### config.mk
export PLATFORM = sky130hd
export DESIGN_NAME = ps2_scan_receiver
export DESIGN_NICKNAME = d
export VERILOG_FILES = /design/src/rtl/ps2_scan_receiver.sv
export SDC_FILE = /design/constraint.sdc
export NUM_CORES = 1
export LEC_CHECK = 0
export CELL_PAD_IN_SITES_DETAIL_PLACEMENT = 0
export CELL_PAD_IN_SITES_GLOBAL_PLACEMENT = 1
export CORE_AREA = 3 3 104 106
export CTS_CLUSTER_SIZE = 30
export DETAILED_ROUTE_END_ITERATION = 8
export DIE_AREA = 0 0 107 109
export DONT_BUFFER_PORTS = 1
export PLACE_DENSITY = 0.83
export SYNTH_ARGS = -nofsm -noshare
export SYNTH_HDL_FRONTEND = slang
export SYNTH_SLANG_ARGS = --single-unit
### constraint.sdc
create_clock -name clk -period 4.7 [get_ports clk]
set_input_delay 0.47 -clock clk [delete_from_list [all_inputs] [get_ports clk]]
set_output_delay 0.47 -clock clk [all_outputs]
set_load 0.01 [all_outputs]
### src/rtl/ps2_scan_receiver.sv
// PS/2 keyboard receiver on the system clock: frame assembly, break/extended prefix folding, event FIFO.
// Optional build macro PS2_EXTENDED_EN folds E0 prefixes into keyExt; without it E0 is an ordinary code.
module ps2_scan_receiver #(
  parameter int SYNC_STAGES    = 2,
  parameter int FIFO_DEPTH     = 8,
  parameter int TIMEOUT_CYCLES = 200000
) (
  input  logic                               clk,
  input  logic                               reset,
  input  logic                               PS2Clk,
  input  logic                               PS2Data,
  output logic [7:0]                         keyCode,
  output logic                               keyBreak,
  output logic                               keyExt,
  output logic                               keyValid,
  input  logic                               keyReady,
  output logic                               parityErr,
  output logic                               frameErr,
  output logic                               overflow,
  output logic [$clog2(FIFO_DEPTH+1)-1:0]    fifoCount
);

  localparam int CW = $clog2(FIFO_DEPTH + 1);
  localparam int PW = $clog2(FIFO_DEPTH);
  localparam int TW = $clog2(TIMEOUT_CYCLES);
`ifdef PS2_EXTENDED_EN
  localparam int EW = 10;
`else
  localparam int EW = 9;
`endif

  typedef enum logic [1:0] {IDLE, DATA, PARITY, STOP} state_t;
  state_t state, state_next;

  logic [SYNC_STAGES-1:0] clk_sync, data_sync;
  logic                   clk_prev, ps2_fall, ps2_bit;
  logic [7:0]             shift_reg, byte_q;
  logic [2:0]             bit_cnt;
  logic                   par_bit, byte_good;
  logic [TW-1:0]          idle_cnt;
  logic                   start_en, shift_en, par_en, frame_end, timeout, parity_ok, flag_clear;
  logic                   break_pend;

  // Pins idle high, so the synchronisers reset to 1 to avoid a false falling edge.
  always_ff @(posedge clk) begin
    if (reset) begin
      clk_sync  <= '1;
      data_sync <= '1;
      clk_prev  <= 1'b1;
    end else begin
      clk_sync  <= {clk_sync[SYNC_STAGES-2:0], PS2Clk};
      data_sync <= {data_sync[SYNC_STAGES-2:0], PS2Data};
      clk_prev  <= clk_sync[SYNC_STAGES-1];
    end
  end

  assign ps2_fall = clk_prev & ~clk_sync[SYNC_STAGES-1];
  assign ps2_bit  = data_sync[SYNC_STAGES-1];

  always_ff @(posedge clk) begin
    if (reset) state <= IDLE;
    else       state <= state_next;
  end

  always_comb begin
    state_next = state;
    if (timeout) begin
      state_next = IDLE;
    end else if (ps2_fall) begin
      case (state)
        IDLE:    if (!ps2_bit) state_next = DATA;
        DATA:    if (bit_cnt == 3'd7) state_next = PARITY;
        PARITY:  state_next = STOP;
        STOP:    state_next = IDLE;
        default: state_next = IDLE;
      endcase
    end
  end

  always_comb begin
    start_en  = ps2_fall && (state == IDLE) && !ps2_bit;
    shift_en  = ps2_fall && (state == DATA);
    par_en    = ps2_fall && (state == PARITY);
    frame_end = ps2_fall && (state == STOP);
    timeout   = (state != IDLE) && !ps2_fall && (idle_cnt == TW'(TIMEOUT_CYCLES - 1));
    parity_ok = ^{shift_reg, par_bit};
  end

  // Bad parity takes precedence over a bad stop bit when both fail.
  always_ff @(posedge clk) begin
    if (reset) begin
      shift_reg <= '0;
      byte_q    <= '0;
      bit_cnt   <= '0;
      par_bit   <= 1'b0;
      idle_cnt  <= '0;
      byte_good <= 1'b0;
      parityErr <= 1'b0;
      frameErr  <= 1'b0;
    end else begin
      byte_good <= 1'b0;
      parityErr <= 1'b0;
      frameErr  <= timeout;
      if (ps2_fall)            idle_cnt <= '0;
      else if (state != IDLE)  idle_cnt <= idle_cnt + 1'b1;
      if (start_en) bit_cnt <= '0;
      if (shift_en) begin
        shift_reg <= {ps2_bit, shift_reg[7:1]};
        bit_cnt   <= bit_cnt + 3'd1;
      end
      if (par_en) par_bit <= ps2_bit;
      if (frame_end) begin
        parityErr <= !parity_ok;
        frameErr  <= parity_ok && !ps2_bit;
        byte_good <= parity_ok && ps2_bit;
        byte_q    <= shift_reg;
      end
    end
  end

  assign flag_clear = (frame_end && !(parity_ok && ps2_bit)) || timeout;

  logic          push_req, push, pop, full;
  logic [EW-1:0] entry;

`ifdef PS2_EXTENDED_EN
  logic ext_pend;
  always_ff @(posedge clk) begin
    if (reset || flag_clear) ext_pend <= 1'b0;
    else if (byte_good)      ext_pend <= (byte_q == 8'hE0) || (ext_pend && byte_q == 8'hF0);
  end
  assign push_req = byte_good && (byte_q != 8'hF0) && (byte_q != 8'hE0);
  assign entry    = {ext_pend, break_pend, byte_q};
`else
  assign push_req = byte_good && (byte_q != 8'hF0);
  assign entry    = {break_pend, byte_q};
`endif

  // A prefix only survives until the next non-prefix byte or any dropped frame.
  always_ff @(posedge clk) begin
    if (reset || flag_clear) break_pend <= 1'b0;
    else if (byte_good)      break_pend <= (byte_q == 8'hF0);
  end

  // Handshake: the head entry transfers on any cycle where keyValid and keyReady are both high;
  // keyValid never depends on keyReady and the head is stable until it is taken.
  logic [EW-1:0] mem [FIFO_DEPTH];
  logic [PW-1:0] wr_ptr, rd_ptr;
  logic [CW-1:0] count;
  logic [EW-1:0] head;

  assign keyValid = (count != '0);
  assign full     = (count == CW'(FIFO_DEPTH));
  assign pop      = keyValid && keyReady;
  assign push     = push_req && (!full || pop);

  always_ff @(posedge clk) begin
    if (push) mem[wr_ptr] <= entry;
  end

  always_ff @(posedge clk) begin
    if (reset) begin
      wr_ptr   <= '0;
      rd_ptr   <= '0;
      count    <= '0;
      overflow <= 1'b0;
    end else begin
      if (push) wr_ptr <= wr_ptr + 1'b1;
      if (pop)  rd_ptr <= rd_ptr + 1'b1;
      if (push && !pop)      count <= count + 1'b1;
      else if (pop && !push) count <= count - 1'b1;
      if (push_req && full && !pop) overflow <= 1'b1;
    end
  end

  assign head      = mem[rd_ptr];
  assign keyCode   = keyValid ? head[7:0] : 8'h00;
  assign keyBreak  = keyValid & head[8];
`ifdef PS2_EXTENDED_EN
  assign keyExt    = keyValid & head[9];
`else
  assign keyExt    = 1'b0;
`endif
  assign fifoCount = count;

endmodule

**Word level (Yosys, flattened, before mapping)**

Memory sizes are Yosys's and may differ from the RTL's. A register that Yosys moved wholly into a read port is not among the register bits.
Index checks and enable logic that the tools add are counted.

- Add/sub/neg operators: 6
- Equal/unequal tests: 10
- Mux-type cells: 13
- Bitwise logic cells: 4
- Reduce and logical (&&, ||, !) cells: 37

Operators with widths:

| cell | count |
|---|---|
| 18-bit by 1-bit adder with 18-bit output, second input constant | 1 |
| 18-bit equality test, second input constant | 1 |
| 1-bit logical AND | 17 |
| 3-bit 2-to-1 mux | 4 |
| 3-bit by 1-bit adder with 3-bit output, second input constant | 3 |
| 9-bit parity | 1 |
| 8-bit equality test, second input constant | 1 |
| 4-bit 2-to-1 mux | 2 |
| 8-bit 2-to-1 mux | 1 |
| 8-bit != test, second input constant | 1 |
| 2-bit case mux with 4 select lines | 1 |
| 1-bit logical NOT | 7 |
| 2-bit nonzero test | 3 |
| 2-bit OR reduction | 3 |
| 4-bit by 1-bit adder with 4-bit output, second input constant | 1 |
| 2-bit equality test, second input constant | 2 |
| 4-bit equality test, second input constant | 1 |
| 2-bit 2-to-1 mux | 2 |
| 2-bit != test, second input constant | 2 |
| 4-bit nonzero test | 1 |
| 4-bit by 1-bit subtractor with 4-bit output, second input constant | 1 |
| 3-bit equality test, second input constant | 1 |
| 1-bit logical OR | 3 |
| 1-bit 2-to-1 mux | 3 |
| 5 further kinds | 7 |

- Flip-flop bits (word level): 60
- Bits in writable memories: 72
- Input bits: 5
- Output and inout bits: 18
- Logic and storage cells: 88
- Memories: 1

Memory list:

| name | words | width | rd ports | clocked after Yosys merged registers in | wr ports | line | RTL |
|---|---|---|---|---|---|---|---|
| mem | 8 | 9 | 1 | 1 | 1 | 147 | `logic [EW-1:0] mem [FIFO_DEPTH];` |

**Longest topological paths before layout**

- Depth after elaboration: 8
- Depth in mapped cells: 12
- Mapped depth without buffers: 11

**Worst setup path before layout**

OpenSTA, ideal clock, no wires.

- Kind: register to register
- From: register count[0] (netlist: fifoCount[0])
- To: register count[3] (netlist: fifoCount[3])
- Library setup time: 0.070 ns
- Arrival: 2.556 ns
- Data required time: 4.630 ns
- Path slack: 2.074 ns
- Cell stages (with the launch flop): 12
- Path buffers: 0
- Clock period less this slack: 2.626 ns
- Cell sequence: dfxtp_1 nor4_4 inv_1 nand2_1 ha_1 inv_1 ha_1 a21o_1 a21oi_1 xnor2_1 or3_1 a21oi_1

- Longest elaborated chain between the ends: 7
- Elaborated cells on any way between the ends: 15
- Classes of those cells: 2 x add/sub; 1 x eq/ne; 2 x mux; 10 x reduce/logical

RTL lines:

| what | line | RTL |
|---|---|---|
| start, declared | 149 | `logic [CW-1:0] count;` |
| start signal, assigned | 170 | `if (push && !pop) count <= count + 1'b1;` |
| start signal, assigned | 171 | `else if (pop && !push) count <= count - 1'b1;` |
| 4-bit nonzero test * | 152 | `assign keyValid = (count != '0);` |
| net keyValid | 15 | `output logic keyValid,` |
| 1-bit logical AND * | 154 | `assign pop = keyValid && keyReady;` |
| 1-bit logical OR | 155 | `assign push = push_req && (!full \|\| pop);` |
| 1-bit logical AND | 155 |  |
| 1-bit logical NOT | 171 |  |
| 1-bit logical AND | 171 |  |
| 2-bit nonzero test (no source line) | n/a |  |

The timed path passes the listed nets; every way through them passes the cells marked *. The select of a mux whose other input is x is not followed.
A chain may end at the register's enable or synchronous reset.

**Worst setup path after layout**

Ends and elaborated chain as after synthesis.

==> metrics <==
status=completed; post-synth top area share=39.2%; hold_ws=0.0302 ns; Regs by FF count=mem x72, idle_cnt x18; worst-skew pair later-pin latency=0.51 ns; io pins=23; Critical Path RT=approximately 5.1 ns; grt total ovfl=0; Final Non-Filler Cells=571; die area=11700 um2; DIE HEIGHT=approximately 110 um; Max stage delay on crit path=0.74 ns; GR Layer Usage met1=between 20% and 30%; EDFF count, synth=72; Unique masters post-synth=45; layer with the highest usage=met2; met2 usage=a little under a third; worst slew pin tran=1.04 ns; Initial Util=between 50% and 60%; ys async rst share=0%; initial antenna violation count=0; gate count after technology mapping=423; IO buf count=0; Fmax=about 320 MHz; vias in the first global route=around 3.1k; share of layout cells above drive strength 1=15.1%; unrepaired setup endpoints after global routing=no; Pwr per Cell Area=461 nW/um2; combinational share of power=9.6%; switching power total=0.682 mW; Vias=3073; crit end category=register; crit path cell chain=nor4_4, inv_1, nand2_1, ha_1, inv_1, ha_1, a21o_1, a21oi_1, xnor2_1, or3_1, a21oi_1; Via density=~5.4; top cells by area, synth=edfxtp_1 39%, dfxtp_1 23%, mux4_2 7.3%; TritonCTS clock tree=yes; min cycle time layout=3.15 ns; Final Hold Viols=0; Hold Crit Class=input port to register; CTS Buf Count=17; num rows=36; Yosys reg bits=about 140; Largest register FFs=72; Worst Skew=0.00753 ns; Largest Register=mem; setup violators final=0; switching part of the total=23.8%; Setup crit start kind=register; core area=between 9000 and 10000 um2; Internal Power=2.19 mW; clock power share=a little under half; post-detail-place hpwl=approximately 6.1 mm; Flop pwr share=44.9%; count of nets after finishing=444; drt wl/cell=16.9 um; leakage power=2.19 nW; Fin Setup TNS=0 ns; clk root buf=clkbuf_8; Max-slew headroom=30.5%; largest net degree at the start of global routing=43; placer congestion estimate=0.773; YS warnings=0; met3 usage=approximately 5.5%; WL final=9.68 mm; post-CTS setup buffer count=0; Slowest cell on crit path=nor4_4; post_cts resized=0; Mapped Area=5520 um2; CP Max Fanout=10; Avg Inst Size Synth=13.1 um2; Clock transition at path regs=0.06 ns; H-tree Lvls=4; first-pass GRT wire length=16.3 mm; clock buffer depth=2; worst path arrival time=3.59 ns; power consumption=2.87 mW; dpl cells=539; share of the yosys chip area belonging to registers=62.0%; Post-route DRC=0; max-cap violation count=0; Antenna diodes=0; Slew Limit Fails=0; most frequent cells in the layout=72 x edfxtp_1, 63 x dfxtp_1, 48 x nand2_1, 47 x nor2_1, 25 x a21oi_1; Syn Nets=442; CP Class=register to register; fill count=761; gr usage total=18.7%; Post-Route Utilization=63.0%; Detailed Routing Iterations Pass 1=4; Tcrit/Tclk final=67.1%; 1st-iter DRT viols=113; CTS sink cnt=approximately 140; Die X-Extent=around 110 um; commonest non-fill, non-tap cell in the layout=edfxtp_1; P&R area growth vs syn=12.6%; peak supply drop=around 0.00025 V; Main synth FF type=edfxtp_1; Synth area leader=edfxtp_1; Final ANT Viol Nets=0; cts hold-fix bufs=0
==> critical path, delay by kind of cell (launching register included) <==
kind | cells | cell delay [ns]
AO/OA/AOI/OAI | 3 | 0.52
buffers and inverters | 2 | 0.34
XOR/XNOR | 1 | 0.09
flip-flops | 1 | 0.42
adder cells (fa/ha/maj) | 2 | 0.48
AND/OR/NAND/NOR | 3 | 1.24
==> metal layers <==
layer  wire (um)  vias up
li1            -     1524
met1        4490     1486
met2        4750       56
met3         349        7
met4          88        0
met5           0        -
==> stage by stage <==
step | worst slack (ns) | instance area (um2)
2_1_floorplan | 2.07 | 5520
3_3_place_gp | 1.64 | 5630
3_5_place_dp | 1.50 | 5630
4_1_cts | 1.48 | 6220
5_1_grt | 1.23 | 6220
6_report | 1.55 | 6220
==> cell usage after synthesis (3+ instances only) <==
cell,instances
and3_1,5
nand2_1,48
xor2_1,17
a21oi_1,25
mux2i_1,13
nand4_1,8
edfxtp_1,72
o21ai_0,3
nor4b_1,4
nor3b_1,3
ha_1,13
nor3_1,6
nand3_1,8
or2_2,6
buf_2,5
nor2b_1,6
dfxtp_1,63
clkbuf_1,7
xnor2_1,10
inv_1,6
nor2_1,47
mux4_2,18
==> power groups by stage <==
stage	clock network (mW)	registers, mW	logic (mW)
finish	1.30	1.29	0.276
global route	1.38	1.29	0.312
CTS	1.33	1.29	0.285
detailed placement	0	1.32	0.284
global placement	0	1.31	0.277
floorplan	0	1.30	0.249
==> cell type report <==
| type | instances | area [um2] | area share, % |
|---|---|---|---|
| flip-flops and latches | 135 | 3420 | 55.1 |
| multi-input cells | 264 | 2010 | 32.3 |
| clock buffers | 17 | 414 | 6.66 |
| clock inverters | 15 | 178 | 2.86 |
| well taps | 133 | 166 | 2.68 |
| inverters | 6 | 22.5 | 0.362 |
| repair buffers | 1 | 7.51 | 0.121 |
==> cell families after synthesis <==
group | Yosys count | share of synthesized area, %
simple gates | 154 | 14.2
flops | 135 | 62.0
mux | 31 | 9.70
buf+inv | 24 | 2.04
xor+xnor | 30 | 5.28
other cells | 1 | 0.0679
compound gates | 34 | 3.42
fa+ha+maj | 14 | 3.31
==> path summary, 6_finish.rpt <==
path	endpoint	cells after the start	slack (ns)	from
setup / recovery	fifoCount[3]	11	1.55	fifoCount[0]
setup reg to reg	fifoCount[3]	11	1.55	fifoCount[0]
hold reg to reg	clk_sync[1]	1	0.41	clk_sync[0]
hold / removal	shift_reg[0]	1	0.03	reset
(Power assumes the default switching activity.)
